File: config.mk
export PLATFORM = sky130hd
export DESIGN_NAME = bus_timer
export DESIGN_NICKNAME = d
export VERILOG_FILES = /design/src/rtl/bus_timer.sv
export SDC_FILE = /design/constraint.sdc
export NUM_CORES = 1
export LEC_CHECK = 0
export CELL_PAD_IN_SITES_DETAIL_PLACEMENT = 1
export CELL_PAD_IN_SITES_GLOBAL_PLACEMENT = 2
export CORE_MARGIN = 5
export CORE_UTILIZATION = 29
export DETAILED_ROUTE_END_ITERATION = 6
export GPL_ROUTABILITY_DRIVEN = 0
export PLACE_DENSITY = 0.75
export SLEW_MARGIN = 30
export SYNTH_ARGS = -nofsm -noshare
export SYNTH_HDL_FRONTEND = slang
export SYNTH_SLANG_ARGS = --single-unit
File: constraint.sdc
create_clock -name clk -period 2.99 [get_ports clk]
set_clock_uncertainty 0.1 [all_clocks]
set_input_delay 0.598 -clock clk [delete_from_list [all_inputs] [get_ports clk]]
set_output_delay 0.598 -clock clk [all_outputs]
set_load 0.05 [all_outputs]
File: src/rtl/bus_timer.sv
// Memory-mapped 32-bit timer: prescaler, free-running/auto-reload counter, compare match
// and a level interrupt behind a single-cycle-ready bus slave.
module bus_timer #(
  parameter logic [31:0] BASE_ADDR    = 32'h0300_0000,
  parameter logic [15:0] PRESCALE_RST = 16'd24
) (
  input  logic        clk,
  input  logic        rst,
  input  logic        mem_valid,
  input  logic [31:0] mem_addr,
  input  logic [31:0] mem_wdata,
  input  logic [3:0]  mem_wstrb,
  output logic        mem_ready,
  output logic [31:0] mem_rdata,
  output logic        irq
);

  localparam int unsigned DW = 32;
  localparam int unsigned PW = 16;

  localparam logic [2:0] OFF_CTRL     = 3'd0;
  localparam logic [2:0] OFF_PRESCALE = 3'd1;
  localparam logic [2:0] OFF_COMPARE  = 3'd2;
  localparam logic [2:0] OFF_COUNT    = 3'd3;
  localparam logic [2:0] OFF_STATUS   = 3'd4;

  logic [2:0]    ctrl;      // {irq_en, autoreload, en}
  logic [PW-1:0] prescale;
  logic [DW-1:0] compare;
  logic [DW-1:0] count;
  logic          match;
  logic [PW-1:0] pcnt;

  logic [2:0]    ctrl_next;
  logic [PW-1:0] prescale_next;
  logic [DW-1:0] compare_next;
  logic [DW-1:0] count_next;
  logic          match_next;
  logic [PW-1:0] pcnt_next;

  logic          sel;
  logic [2:0]    off;
  logic          wr;
  logic          wr_ctrl, wr_prescale, wr_compare, wr_count, wr_status;
  logic          tick;
  logic          hit;
  logic          ready_next;
  logic [DW-1:0] rd_mux;
  logic          unused_addr_lsb;

  assign unused_addr_lsb = ^mem_addr[1:0];

  function automatic logic [DW-1:0] merge32(input logic [DW-1:0] old_v,
                                            input logic [DW-1:0] new_v,
                                            input logic [3:0]    strb);
    logic [DW-1:0] r;
    for (int b = 0; b < 4; b++)
      r[b*8 +: 8] = strb[b] ? new_v[b*8 +: 8] : old_v[b*8 +: 8];
    return r;
  endfunction

  // Decode; a write commits only on the edge that ends the ready cycle
  always_comb begin
    sel         = mem_valid && (mem_addr[31:5] == BASE_ADDR[31:5]);
    off         = mem_addr[4:2];
    wr          = mem_ready && sel && (mem_wstrb != 4'b0000);
    wr_ctrl     = wr && (off == OFF_CTRL);
    wr_prescale = wr && (off == OFF_PRESCALE);
    wr_compare  = wr && (off == OFF_COMPARE);
    wr_count    = wr && (off == OFF_COUNT);
    wr_status   = wr && (off == OFF_STATUS);
    ready_next  = sel && !mem_ready;
    tick        = ctrl[0] && (pcnt == prescale);
    hit         = (count == compare);
  end

  always_comb begin
    rd_mux = '0;
    case (off)
      OFF_CTRL:     rd_mux = {29'd0, ctrl};
      OFF_PRESCALE: rd_mux = {16'd0, prescale};
      OFF_COMPARE:  rd_mux = compare;
      OFF_COUNT:    rd_mux = count;
      OFF_STATUS:   rd_mux = {31'd0, match};
      default:      rd_mux = '0;
    endcase
  end

  // Register next-state; a bus write to COUNT pre-empts the tick and its match check
  always_comb begin
    ctrl_next     = ctrl;
    prescale_next = prescale;
    compare_next  = compare;
    count_next    = count;
    match_next    = match;
    pcnt_next     = pcnt;

    if (wr_ctrl && mem_wstrb[0])
      ctrl_next = mem_wdata[2:0];

    if (wr_prescale) begin
      prescale_next[7:0]  = mem_wstrb[0] ? mem_wdata[7:0]  : prescale[7:0];
      prescale_next[15:8] = mem_wstrb[1] ? mem_wdata[15:8] : prescale[15:8];
    end

    if (wr_compare)
      compare_next = merge32(compare, mem_wdata, mem_wstrb);

    if (!ctrl[0])
      pcnt_next = '0;
    else if (wr_prescale || tick)
      pcnt_next = '0;
    else
      pcnt_next = pcnt + PW'(1);

    if (wr_count)
      count_next = merge32(count, mem_wdata, mem_wstrb);
    else if (tick)
      count_next = (hit && ctrl[1]) ? '0 : count + DW'(1);

    if (tick && !wr_count && hit)
      match_next = 1'b1;
    else if (wr_status && mem_wstrb[0] && mem_wdata[0])
      match_next = 1'b0;
  end

  always_ff @(posedge clk) begin
    if (rst) begin
      ctrl      <= '0;
      prescale  <= PRESCALE_RST;
      compare   <= '1;
      count     <= '0;
      match     <= 1'b0;
      pcnt      <= '0;
      mem_ready <= 1'b0;
      mem_rdata <= '0;
    end else begin
      ctrl      <= ctrl_next;
      prescale  <= prescale_next;
      compare   <= compare_next;
      count     <= count_next;
      match     <= match_next;
      pcnt      <= pcnt_next;
      mem_ready <= ready_next;
      mem_rdata <= ready_next ? rd_mux : '0;
    end
  end

  assign irq = match && ctrl[2];

endmodule

Yosys cells after proc, flatten, opt, wreduce, memory -nomap -nowiden
Index checks and enable logic that the tools add are counted.
W data, S select, Z words.
- bits in registers: 133
- input port bits: 71
- output and inout bits: 34
- word-level logic and storage cells: 76
- add/subtract/negate cells: 2
- eq/ne operators: 11
- muxes and demuxes: 10
- bitwise operators: 2
- reductions and logical operators: 36
- operator list (operator ; count):
    $pmux W32 S5 ; 1
    $mux W32 ; 3
    $add A32 B1 Y32 const B ; 1
    $eq A32 B32 Y1 ; 1
    $mux W8 ; 4
    $eq A27 B21 Y1 const B ; 1
    $reduce_and A2 Y1 ; 10
    $logic_and A1 B1 Y1 ; 17
    $add A16 B1 Y16 const B ; 1
    $eq A16 B16 Y1 ; 1
    $ne A2 B2 Y1 const B ; 4
    $eq A3 B2 Y1 const B ; 2
    $reduce_bool A2 Y1 ; 2
    $reduce_bool A4 Y1 ; 1
    $eq A3 B1 Y1 const B ; 1
    $eq A3 B3 Y1 const B ; 1
    $logic_not A3 Y1 ; 1
    $reduce_or A3 Y1 ; 1
    $logic_not A1 Y1 ; 2
    $mux W1 ; 2
    $not A1 Y1 ; 2
    $reduce_or A2 Y1 ; 1
    $logic_or A1 B1 Y1 ; 1

Logic depth before layout (Yosys ltp)
- word-level depth: 9
- mapped depth: 9
- gate-level depth less buffers: 8

Worst setup path after synthesis
Ideal clock, no wire load.
- path kind: input to register
- start: in mem_addr[15]
- end: reg count[28]
- setup time: 0.127 ns
- data arrival time: 2.638 ns
- path slack: 0.124 ns
- stages: 8
- path buffers: 1
- cells stage by stage: nor4b_1 nand4_1 or4_1 o32ai_1 clkbuf_1 o22ai_1 a22oi_1 o21ai_1
- word-level cells in the longest chain between the ends: 7
- RTL lines (item ; line ; source):
    from (decl) ; 10 ; input logic [31:0] mem_addr,
    $eq A27 B21 Y1 (*) ; 64 ; sel = mem_valid && (mem_addr[31:5] == BASE_ADDR[31:5]);
    $logic_and A1 B1 Y1 (*) ; 64 ;
    $logic_and A1 B1 Y1 (*) (2 in series) ; 66 ; wr = mem_ready && sel && (mem_wstrb != 4'b0000);
    $logic_and A1 B1 Y1 (*) ; 70 ; wr_count = wr && (off == OFF_COUNT);
    $ne A2 B2 Y1 (no source line) / $reduce_bool A2 Y1 (equally long branches) ; - ;
    $reduce_and A2 Y1 (no source line) ; - ;
    to (signal assigned) ; 141 ; count <= count_next;
    to (decl) ; 30 ; logic [DW-1:0] count;
Mark *: on every way between the ends. The rest lies on a longest branch, timed or not.
A chain may end at the register's enable or synchronous reset.

Final worst setup path
- start: reg pcnt[10]
- end: reg count[10]
- word-level cells in the longest chain between the ends: 4
- RTL lines (item ; line ; source):
    from (decl) ; 32 ; logic [PW-1:0] pcnt;
    from (signal assigned) ; 143 ; pcnt <= pcnt_next;
    $eq A16 B16 Y1 ; 73 ; tick = ctrl[0] && (pcnt == prescale);
    $logic_and A1 B1 Y1 ; 73 ;
    $reduce_bool A2 Y1 (no source line) ; - ;
    $reduce_and A2 Y1 (no source line) ; - ;
No other way between the ends.

==> run_results.csv <==
group,metric,value,unit
global_route,grt_antenna_before_repair,0,
layout,fin_area,9330,um^2
critical_path,cp_data_arrival_time,3120,ps
logic_synthesis,synth_flop_cell,"dfxtp_1",
clock_tree,cts-root-buf,"clkbuf_16",
floorplan,core-area,22700,um^2
run_status,status,"complete, no violations",
logic_synthesis,synth_edf_count,0,
timing,slew_headroom,0.492,
timing,whs,395,ps
global_route,grt_max_degree,40,
logic_synthesis,async_reset_ff_frac,0,
power_and_ir_drop,power_density,443,nW/um^2
floorplan,fp.dieH,162,um
power_and_ir_drop,peakVddDrop,272,uV
timing,fmax,347,MHz
run,drv_cap,0,
layout,drive_gt1_frac,0.162,
layout,insertedDiodeCount,0,
timing,rsz0062_at_grt,"no",
timing,finalCritPeriodShare,0.963,
worst_hold_path,min_from,"match$_SDFFE_PP0P_",
layout,final_nets,1065,
logic_synthesis,synth_compound_area_frac,0.134,
floorplan,ioPinCount,105,
floorplan,die_area,26200,um^2
layout,area_growth_syn_to_layout,39.5,%
clock_tree,cts_buffer_depth,2,
place,place_area,8670,um^2
critical_path,crit_type,"flip-flop to flip-flop",
critical_path,rr_startpoint,"pcnt[10]$_SDFF_PP0_",
drt,wirelength,25100,um
timing,maxSlewViolCount,0,
clock_tree,path_clk_slew,70,ps
drt,route.detailed.drc,0,
drt,drtIter0Drc,346,
clock_tree,cts.sinks,133,
place,portBuffers,102,
logic_synthesis,synth_cell_types,55,
layout,post-route-util,0.411,
timing,min_period,2880,ps
logic_synthesis,synth_fp_nets,896,
clock_tree,postCtsSetupBuffers,0,
clock_tree,cts_inserted_buffers,17,
logic_synthesis,ys_seq_area_frac,0.398,
timing,tightest_slew,754,ps
power_and_ir_drop,power.total,4.13,mW
logic_synthesis,synthXorXnorAreaFrac,0.0969,
clock_tree,cts_tree,"yes",
critical_path,setup.worst_path.end_class,"flip-flop",
clock_tree,clock_latency,430,ps
logic_synthesis,yosysWarnings,0,
worst_hold_path,holdCritPathClass,"flip-flop to flip-flop",
drt,wl_per_cell,19.4,um
timing,setup_viol,0,
drt,viasPerCell,5.22,
critical_path,crit_path_top_delay_cell,"or4_1",
floorplan,start_util,0.294,
drt,firstDrtPassIters,7,
timing,finalHoldViolations,0,
floorplan,core.rowCount,55,
critical_path,critical_path.startpoint_type,"flip-flop",
logic_synthesis,synth-simple-area-share,0.267,
power_and_ir_drop,leakage,3.42,nW
global_route,track_usage,0.190,
critical_path,crit_path_start,"pcnt[10]$_SDFF_PP0_",
place,dpl.hpwl,19000,um
logic_synthesis,netlist_instances,823,
critical_path,crit_required,3230,ps
global_route,grt_pass1_vias,6838,
global_route,grt_pass1_wl,39200,um
critical_path,path_max_fanout,6,
logic_synthesis,netlist_area,6690,um^2
drt,dr_total_vias,6733,
logic_synthesis,synth_fa_ha_area_frac,0.00374,
logic_synthesis,synth_top_family_by_area,"simple AND/OR/NAND/NOR gates",
clock_tree,htreeDepth,4,
floorplan,die-width,162,um
drt,ant_nets,0,
logic_synthesis,synth_mux_area_frac,0.0655,
logic_synthesis,synth_area_per_cell,8.13,um^2
critical_path,cp_cell_sequence,"xnor2_1, or4b_4, or2_4, a2111oi_4, a41oi_4, or4_1, a31oi_1",
global_route,gr-total-overflow,0,
critical_path,critPathMaxStageDelay,570,ps
logic_synthesis,ys_ff_latch,133,
[stage by stage]
step,setup slack [ps],cells,setup TNS [ps]
3_5_place_dp,-400,1257,-16900
4_1_cts,33.9,1289,0
6_report,111,1290,0
3_3_place_gp,-357,1257,-11710
5_1_grt,12.4,1290,0
2_1_floorplan,124,823,0
[metal layers]
layer  track usage  routed length [um]  vias to the layer above
met5             0                   0                        -
met4        0.0511                 443                        0
met3        0.0383                1220                       29
met2         0.302               11100                      178
met1         0.265               12300                     3275
li1              -                   -                     3251
[registers in the layout, summed over array words and instances, names as in the netlist]
register and flops:
compare 32, mem_rdata 32, match 1, pcnt 16, prescale 16, ctrl 3, mem_ready 1, count 32
[synthesized netlist by cell type, drive strengths merged, types with 2 or more instances]
library cell / number / area (um^2)
dfxtp: 133 / 2660
nor2: 111 / 417
nand2: 106 / 398
nand3: 53 / 265
xor2: 53 / 464
clkbuf: 42 / 158
a21oi: 33 / 165
o21ai: 33 / 165
a22oi: 31 / 233
mux2i: 28 / 280
nand4: 22 / 138
nor4: 21 / 131
xnor2: 21 / 184
nor3: 16 / 80.1
mux2: 14 / 158
inv: 12 / 45.0
and3: 8 / 50.1
a31oi: 7 / 43.8
and2: 6 / 37.5
buf: 6 / 26.3
o211ai: 6 / 45.0
a221oi: 5 / 43.8
nor2b: 5 / 31.3
nor4b: 5 / 50.0
or3: 5 / 31.3
or4: 5 / 37.5
o32ai: 4 / 35.0
and4: 3 / 26.3
or2: 3 / 21.3
a211oi: 2 / 15.0
a21boi: 2 / 15.0
a32oi: 2 / 17.5
a41oi: 2 / 36.3
ha: 2 / 25.0
nor3b: 2 / 15.0
o2bb2ai: 2 / 17.5
or4b: 2 / 23.8
[report_power, final]
| group | switching [mW] | total, mW | internal (mW) |
|---|---|---|---|
| logic | 0.110 | 0.231 | 0.121 |
| registers | 0.000000000251 | 1.77 | 1.77 |
| clock network | 0.894 | 2.13 | 1.24 |
[critical path, delay by kind of cell, from the launching register on]
family | cells | cell delay (ps)
compound gates | 3 | 720
xor+xnor | 1 | 190
flops | 1 | 420
simple gates | 3 | 1370
[what timing repair did]
action                                  CTS  global route
gates resized for setup                   0            12
endpoints found under the setup margin    0            27
hold buffers                              0             0
[cells in the final DEF, fill, tap and decap left out, types with 3 or more instances in the layout]
| master | n |
|---|---|
| xnor2_1 | 21 |
| nand4_1 | 22 |
| xor2_1 | 53 |
| o21ai_0 | 31 |
| a21oi_1 | 33 |
| nand3_1 | 53 |
| inv_6 | 4 |
| and4_1 | 3 |
| nor2_2 | 3 |
| or3_1 | 5 |
| a221oi_1 | 5 |
| clkbuf_16 | 18 |
| nor2b_1 | 5 |
| nand2_1 | 105 |
| nor4b_2 | 3 |
| and2_1 | 5 |
| clkinv_2 | 3 |
| buf_12 | 4 |
| inv_1 | 11 |
| nor3_1 | 15 |
| buf_4 | 91 |
| mux2i_1 | 28 |
| a22oi_1 | 31 |
| nor2_1 | 108 |
| nor4_2 | 3 |
| nor4_1 | 18 |
| dfxtp_1 | 133 |
| and3_1 | 8 |
| clkinvlp_4 | 3 |
| o211ai_1 | 6 |
| clkdlybuf4s50_1 | 102 |
| mux2_2 | 14 |
| a31oi_1 | 7 |
| o32ai_1 | 3 |
| or4_1 | 4 |
[kinds of logic after synthesis]
group	Yosys count
DFF	133
AOI/OAI and AO/OA	135
adders and majority gates	2
buffers and inverters	60
muxes	42
and+or+nand+nor	377
xor gates and xnor gates	74
[layout make-up]
cell class / instances / area, um^2
clock buffer: 18 / 429
clock inverter: 14 / 150
fill: 2695 / 13400
inverter: 12 / 45.0
multi-input combinational: 630 / 3880
sequential: 133 / 2660
tap: 285 / 357
timing repair buffer: 198 / 1810
[worst paths after layout]
kind / endpoint / slack, ps / depth (start not counted)
worst max-delay path: count[10]$_SDFFE_PP0P_ / 110 / 7
worst max register to register: count[10]$_SDFFE_PP0P_ / 110 / 7
worst min register to register: match$_SDFFE_PP0P_ / 400 / 2
worst min-delay path: match$_SDFFE_PP0P_ / 400 / 2
Note: power is estimated with default switching activity, not from simulation.
